### config.mk
export PLATFORM = sky130hd
export DESIGN_NAME = rocketcpu_knob_tracker
export DESIGN_NICKNAME = d
export VERILOG_FILES = /design/src/rtl/rocketcpu_knob_tracker_pkg.sv /design/src/rtl/rocketcpu_knob_tracker_cmp.sv /design/src/rtl/rocketcpu_knob_tracker.sv
export SDC_FILE = /design/constraint.sdc
export NUM_CORES = 1
export LEC_CHECK = 0
export BUFFER_PORTS_ARGS = -buffer_cell sky130_fd_sc_hd__buf_4
export CORE_ASPECT_RATIO = 0.9
export CORE_MARGIN = 4
export CORE_UTILIZATION = 59
export DETAILED_ROUTE_END_ITERATION = 8
export PLACE_DENSITY_LB_ADDON = 0.05
export RECOVER_POWER = 100
export REMOVE_ABC_BUFFERS = 1
export SLEW_MARGIN = 20
export SYNTH_ARGS = -nofsm -noshare
export SYNTH_HDL_FRONTEND = slang
export SYNTH_SLANG_ARGS = --single-unit
### constraint.sdc
create_clock -name i_wb_clk -period 10.35 [get_ports i_wb_clk]
set_clock_uncertainty 0.2 [all_clocks]
set_input_delay 1.035 -clock i_wb_clk [delete_from_list [all_inputs] [get_ports i_wb_clk]]
set_output_delay 1.035 -clock i_wb_clk [all_outputs]
set_load 0.1 [all_outputs]
### src/rtl/rocketcpu_knob_tracker_pkg.sv
// Shared constants for the pot-sample hysteresis tracker: register word indices and defaults.
package rocketcpu_knob_tracker_pkg;

  localparam int DW_DEFAULT   = 12;
  localparam int HYST_DEFAULT = 16;

  // Word indices (byte address bits [5:2])
  localparam logic [3:0] REG_VAL0   = 4'd0;
  localparam logic [3:0] REG_PEND   = 4'd8;
  localparam logic [3:0] REG_IRQEN  = 4'd9;
  localparam logic [3:0] REG_THRESH = 4'd10;

endpackage

### src/rtl/rocketcpu_knob_tracker_cmp.sv
// Absolute difference between a new sample and the stored value, compared
// strictly against the hysteresis threshold. Purely combinational.
module rocketcpu_knob_cmp
  import rocketcpu_knob_tracker_pkg::*;
#(
  parameter int DW = DW_DEFAULT
) (
  input  logic [DW-1:0] i_new,
  input  logic [DW-1:0] i_old,
  input  logic [DW-1:0] i_thresh,
  output logic          o_update
);

  logic [DW:0] diff;

  // One extra bit keeps the subtraction free of wrap for any operand pair
  always_comb begin
    if (i_new >= i_old) diff = {1'b0, i_new} - {1'b0, i_old};
    else                diff = {1'b0, i_old} - {1'b0, i_new};
    o_update = (diff > {1'b0, i_thresh});
  end

endmodule

### src/rtl/rocketcpu_knob_tracker.sv
// Per-channel hysteresis on ADC samples, a Wishbone register view
// of the debounced values, a change-pending mask and a level interrupt.
module rocketcpu_knob_tracker
  import rocketcpu_knob_tracker_pkg::*;
#(
  parameter int NCH      = 8,
  parameter int DW       = DW_DEFAULT,
  parameter int HYST_RST = HYST_DEFAULT
) (
  input  logic          i_wb_clk,
  input  logic          reset,
  input  logic          i_smp_valid,
  input  logic [2:0]    i_smp_ch,
  input  logic [DW-1:0] i_smp_data,
  input  logic [31:0]   i_wb_adr,
  input  logic [31:0]   i_wb_dat,
  input  logic          i_wb_we,
  input  logic          i_wb_cyc,
  output logic [31:0]   o_wb_rdt,
  output logic          o_wb_ack,
  output logic          o_irq
);

  localparam int         CHW   = (NCH > 1) ? $clog2(NCH) : 1;
  localparam logic [3:0] NCH_W = 4'(NCH);

  // Stage 0 sample registers
  logic           smp_valid_q, smp_valid_d;
  logic [CHW-1:0] smp_ch_q, smp_ch_d;
  logic [DW-1:0]  smp_data_q, smp_data_d;

  // Per-channel state and control registers
  logic [DW-1:0]  stored_q [NCH];
  logic [DW-1:0]  stored_d [NCH];
  logic [NCH-1:0] seen_q, seen_d;
  logic [NCH-1:0] pend_q, pend_d;
  logic [NCH-1:0] irq_en_q, irq_en_d;
  logic [DW-1:0]  thresh_q, thresh_d;

  // Bus-side registers
  logic           ack_q, ack_d;
  logic [31:0]    rdt_q, rdt_d;
  logic           irq_q, irq_d;

  logic           cmp_gt, upd;
  logic [NCH-1:0] upd_vec, rd_clr, w1c;
  logic [3:0]     wb_idx;
  logic           bus_fire, wr_fire, rd_fire;
  logic           unused_bits;

  assign unused_bits = ^{i_wb_adr[31:6], i_wb_adr[1:0], i_wb_dat[31:DW]};

  // Stage 0 capture; out-of-range channels never enter the pipeline
  always_comb begin
    smp_valid_d = i_smp_valid && ({1'b0, i_smp_ch} < NCH_W);
    smp_ch_d    = i_smp_ch[CHW-1:0];
    smp_data_d  = i_smp_data;
  end

  rocketcpu_knob_cmp #(.DW(DW)) u_cmp (
    .i_new    (smp_data_q),
    .i_old    (stored_q[smp_ch_q]),
    .i_thresh (thresh_q),
    .o_update (cmp_gt)
  );

  // A channel's first sample after reset always lands, whatever the threshold
  assign upd = smp_valid_q && (!seen_q[smp_ch_q] || cmp_gt);

  // A transfer is accepted on any cycle with cyc high and no ack outstanding,
  // which naturally spaces back-to-back transfers two cycles apart
  assign wb_idx   = i_wb_adr[5:2];
  assign bus_fire = i_wb_cyc && !ack_q;
  assign wr_fire  = bus_fire && i_wb_we;
  assign rd_fire  = bus_fire && !i_wb_we;
  assign w1c      = (wr_fire && wb_idx == REG_PEND) ? i_wb_dat[NCH-1:0] : '0;

  genvar gi;
  generate
    for (gi = 0; gi < NCH; gi++) begin : g_ch
      assign upd_vec[gi] = upd && (smp_ch_q == CHW'(gi));
      assign rd_clr[gi]  = rd_fire && (wb_idx == REG_VAL0 + 4'(gi));
    end
  endgenerate

  // Channel state next-values; a set from the sample path beats any clear
  always_comb begin
    for (int i = 0; i < NCH; i++) begin
      stored_d[i] = upd_vec[i] ? smp_data_q : stored_q[i];
    end
    seen_d   = seen_q | upd_vec;
    pend_d   = (pend_q & ~(w1c | rd_clr)) | upd_vec;
    irq_en_d = (wr_fire && wb_idx == REG_IRQEN)  ? i_wb_dat[NCH-1:0] : irq_en_q;
    thresh_d = (wr_fire && wb_idx == REG_THRESH) ? i_wb_dat[DW-1:0]  : thresh_q;
    irq_d    = |(pend_q & irq_en_q);
  end

  // Read mux; data is captured from pre-update state so it lines up with ack
  always_comb begin
    ack_d = bus_fire;
    rdt_d = '0;
    if (rd_fire) begin
      if (wb_idx < REG_VAL0 + NCH_W)  rdt_d[DW-1:0]  = stored_q[wb_idx[CHW-1:0]];
      else if (wb_idx == REG_PEND)    rdt_d[NCH-1:0] = pend_q;
      else if (wb_idx == REG_IRQEN)   rdt_d[NCH-1:0] = irq_en_q;
      else if (wb_idx == REG_THRESH)  rdt_d[DW-1:0]  = thresh_q;
    end
  end

  // State registers; reset drops in-flight samples and transfers
  always_ff @(posedge i_wb_clk) begin
    if (reset) begin
      smp_valid_q <= 1'b0;
      smp_ch_q    <= '0;
      smp_data_q  <= '0;
      for (int i = 0; i < NCH; i++) stored_q[i] <= '0;
      seen_q      <= '0;
      pend_q      <= '0;
      irq_en_q    <= '0;
      thresh_q    <= DW'(HYST_RST);
      ack_q       <= 1'b0;
      rdt_q       <= '0;
      irq_q       <= 1'b0;
    end else begin
      smp_valid_q <= smp_valid_d;
      smp_ch_q    <= smp_ch_d;
      smp_data_q  <= smp_data_d;
      stored_q    <= stored_d;
      seen_q      <= seen_d;
      pend_q      <= pend_d;
      irq_en_q    <= irq_en_d;
      thresh_q    <= thresh_d;
      ack_q       <= ack_d;
      rdt_q       <= rdt_d;
      irq_q       <= irq_d;
    end
  end

  assign o_wb_ack = ack_q;
  assign o_wb_rdt = rdt_q;
  assign o_irq    = irq_q;

endmodule
==> out/qor.txt <==
status -> complete, but fails checks
violations in the final reports -> capacitance limit, slew limit
Pins Over Slew Limit -> 155
Fillers -> 1286
CTS tree -> yes
Detail Placement HPWL -> 15600 um
synthesized area per cell -> 9.69 um2
Final nets -> 1092
PD cells -> 153 nW/um2
Antenna Cells -> 0
gr busiest metal -> met2
number of gates resized after CTS -> 0
final setup violating endpoints -> 0
vias in the first global route -> 6956
synth cell count leaders -> dfxtp_1, nor2_1, mux2i_1, mux4_2, nand2_1
main area contributors after synthesis -> dfxtp_1, mux2i_1, mux4_2, nor2_1, ha_1
biggest area consumer among synthesized cells -> dfxtp_1
first-pass GRT wire length -> 37200 um
Die X-Extent -> 141 um
Root Buffer -> clkbuf_16
max_slew headroom -> -1.41
Post-synth top flop -> dfxtp_1
Congestion Overflow GR -> 0
Fmax -> 0.115 GHz
Tcrit/Tclk final -> 0.841
Pre-Repair DR Iteration Count -> 5
Min Hold Slack -> 0.269 ns
DR vias/cell -> 5.93
worst slew pin tran -> 3.61 ns
Clk pin slew, worst setup/hold paths -> 0.06 ns
DR WL/cell -> 19.5 um
Worst Hold Launch -> seen_q[6]
Final Hold Vio Count -> 0
setup bufs post-CTS -> 0
clock buffer depth -> 2
HP Class -> reg2reg
Initial Util -> 0.604
Multi-input gate area -> 5390 um2
RSZ-0062 raised after global routing -> false
All-Layer GR Usage -> 0.265
I/O pin count -> 118
Max VDD drop -> 0.120 mV
clock sink count -> 162
Layout area overhead -> 8.48%
grt met1 use -> 0.359
Synth Register Bits -> 162
CTS H-tree depth -> 4
GPL Wtd Cong -> 0.969
Worst Path Required -> 10.33 ns
CP Capture Type -> flop
Buffers on Ports -> 49
# rows -> 43
top-area cell type share of the netlist area -> 0.348
cts hold-fix bufs -> 0
Final min period -> 8.71 ns
Core Footprint -> 15400 um2
Num CTS Buffers -> 17
Detail Route Antenna Nets -> 0
Die H -> 127 um
share of layout cells above drive strength 1 -> 0.159
largest net degree at the start of global routing -> 86
TNS Setup -> 0 ns
initial antenna violation count -> 1
Max Cap Violations -> 2
Synth async-reset ratio -> 0
R2R depth -> 25
met2 Use GR -> 0.416
CP startpoint -> smp_ch_q[0]
wirelength, routed -> 23100 um
final worst slack -> 1.64 ns
Via Count -> 7024
Ys Warns -> 0
CP startpoint kind -> flop
Syn Std Cell Area -> 9320 um2
crit path max fanout -> 24
number of synthesized flops with an enable pin -> 0
Sequential Area -> 3240 um2
pre-CTS setup slack -> 2.46 ns
DRT iter0 DRCs -> 463
hold path cells -> 2
Setup CP Type -> reg2reg
Cells after Synth -> 962
clk_lat worst skew -> 0.43 ns
synth unique cells -> 55
leakage -> 3.75 nW
most frequent cell after synthesis -> dfxtp_1
reg2reg start -> smp_ch_q[0]
Global Route met3 Usage -> 0.0580
Die Area -> 17900 um2
# DRC -> 0
sequential share of the synthesized area -> 0.348
critical path arrival -> 8.68 ns
## state kept, by name, indices dropped and copies added (netlist names), 3 cells and up
signal and flops:
stored_q 96, o_wb_rdt 12, smp_data_q 12, thresh_q 12
irq_en_q 8, pend_q 8, seen_q 8, smp_ch_q 3
## cells by family after synthesis
family	Yosys count	share of synthesized area
AOI/OAI and AO/OA	127	0.102
xor gates and xnor gates	10	0.00939
adders and majority gates	38	0.0526
buffers and inverters	154	0.0793
DFF	162	0.348
muxes	194	0.277
other	1	0.000402
and+or+nand+nor	276	0.132
## final cells by class
type,count,share of cell area
clock buffer,21,0.0465
clock inverter,10,0.0124
inverter,61,0.0226
multi-input combinational,665,0.533
sequential,162,0.321
tap,202,0.0250
timing repair buffer,63,0.0401
## worst max-delay path, cell delays in order (launching register included)
cell and delay, ns:
dfxtp_1 0.69, buf_4 0.57, mux4_2 0.58, nand2_1 0.08, and2_0 0.22, inv_2 0.04, ha_1 0.37, a21o_1 0.24
a21oi_1 0.25, o41a_1 0.30, nand3_1 0.69, a211o_1 0.55, a21boi_1 0.17, a211oi_1 0.36, xnor2_1 0.11, ha_1 0.27
and3_1 0.17, a211oi_1 0.06, a41o_1 0.20, a41oi_1 0.27, o21ai_1 0.12, buf_4 0.21, a2111oi_4 0.29, clkbuf_1 1.04
mux2i_1 0.30, nor2_1 0.06
## worst paths after layout
check	endpoint	slack, ns
setup / recovery	stored_q[43]	1.64
hold / removal	seen_q[6]	0.27
setup reg to reg	stored_q[43]	1.64
hold reg to reg	seen_q[6]	0.27
## layer usage
metal | vias to the layer above | routed length, um
met5 | - | 7
met4 | 2 | 699
li1 | 3312 | -
met2 | 236 | 10500
met1 | 3417 | 10300
met3 | 57 | 1590
## per-stage QoR
step / total power [W] / cells / area (um2) / utilization
3_3_place_gp: 0.000921 / 1153 / 9610 / 0.622
4_1_cts: 0.00156 / 1184 / 10200 / 0.661
2_1_floorplan: 0.000848 / 888 / 8880 / -
6_report: 0.00155 / 1184 / 10100 / 0.655
5_1_grt: 0.00161 / 1184 / 10100 / 0.655
3_5_place_dp: 0.000927 / 1153 / 9610 / 0.622
## where the power goes
group | internal [W] | leakage, nW | switching [W]
logic | 0.0000978 | 2.16 | 0.000168
clock network | 0.000375 | 0.278 | 0.000260
registers | 0.000635 | 1.31 | 0.0000141
## placed cells by master, fill, tap and decap left out, types with 3 or more instances in the layout
cell type and n:
a2111oi_4 7, a211oi_1 4, a21boi_1 3, a21o_1 8, a21oi_1 38, a22oi_1 6, a31oi_1 8, and2_0 6
and2_1 16, buf_4 45, clkbuf_1 19, clkbuf_16 17, clkbuf_8 3, clkinvlp_4 4, conb_1 20, dfxtp_1 162
ha_1 36, inv_1 39, inv_2 22, mux2i_1 142, mux4_2 50, nand2_1 50, nand2b_1 4, nand3_1 6
nor2_1 154, nor2b_1 23, nor3_1 4, o211ai_1 3, o21ai_0 16, o21ai_1 12, o22ai_1 8, xnor2_1 7
xor2_1 3
(Power assumes the default switching activity.)
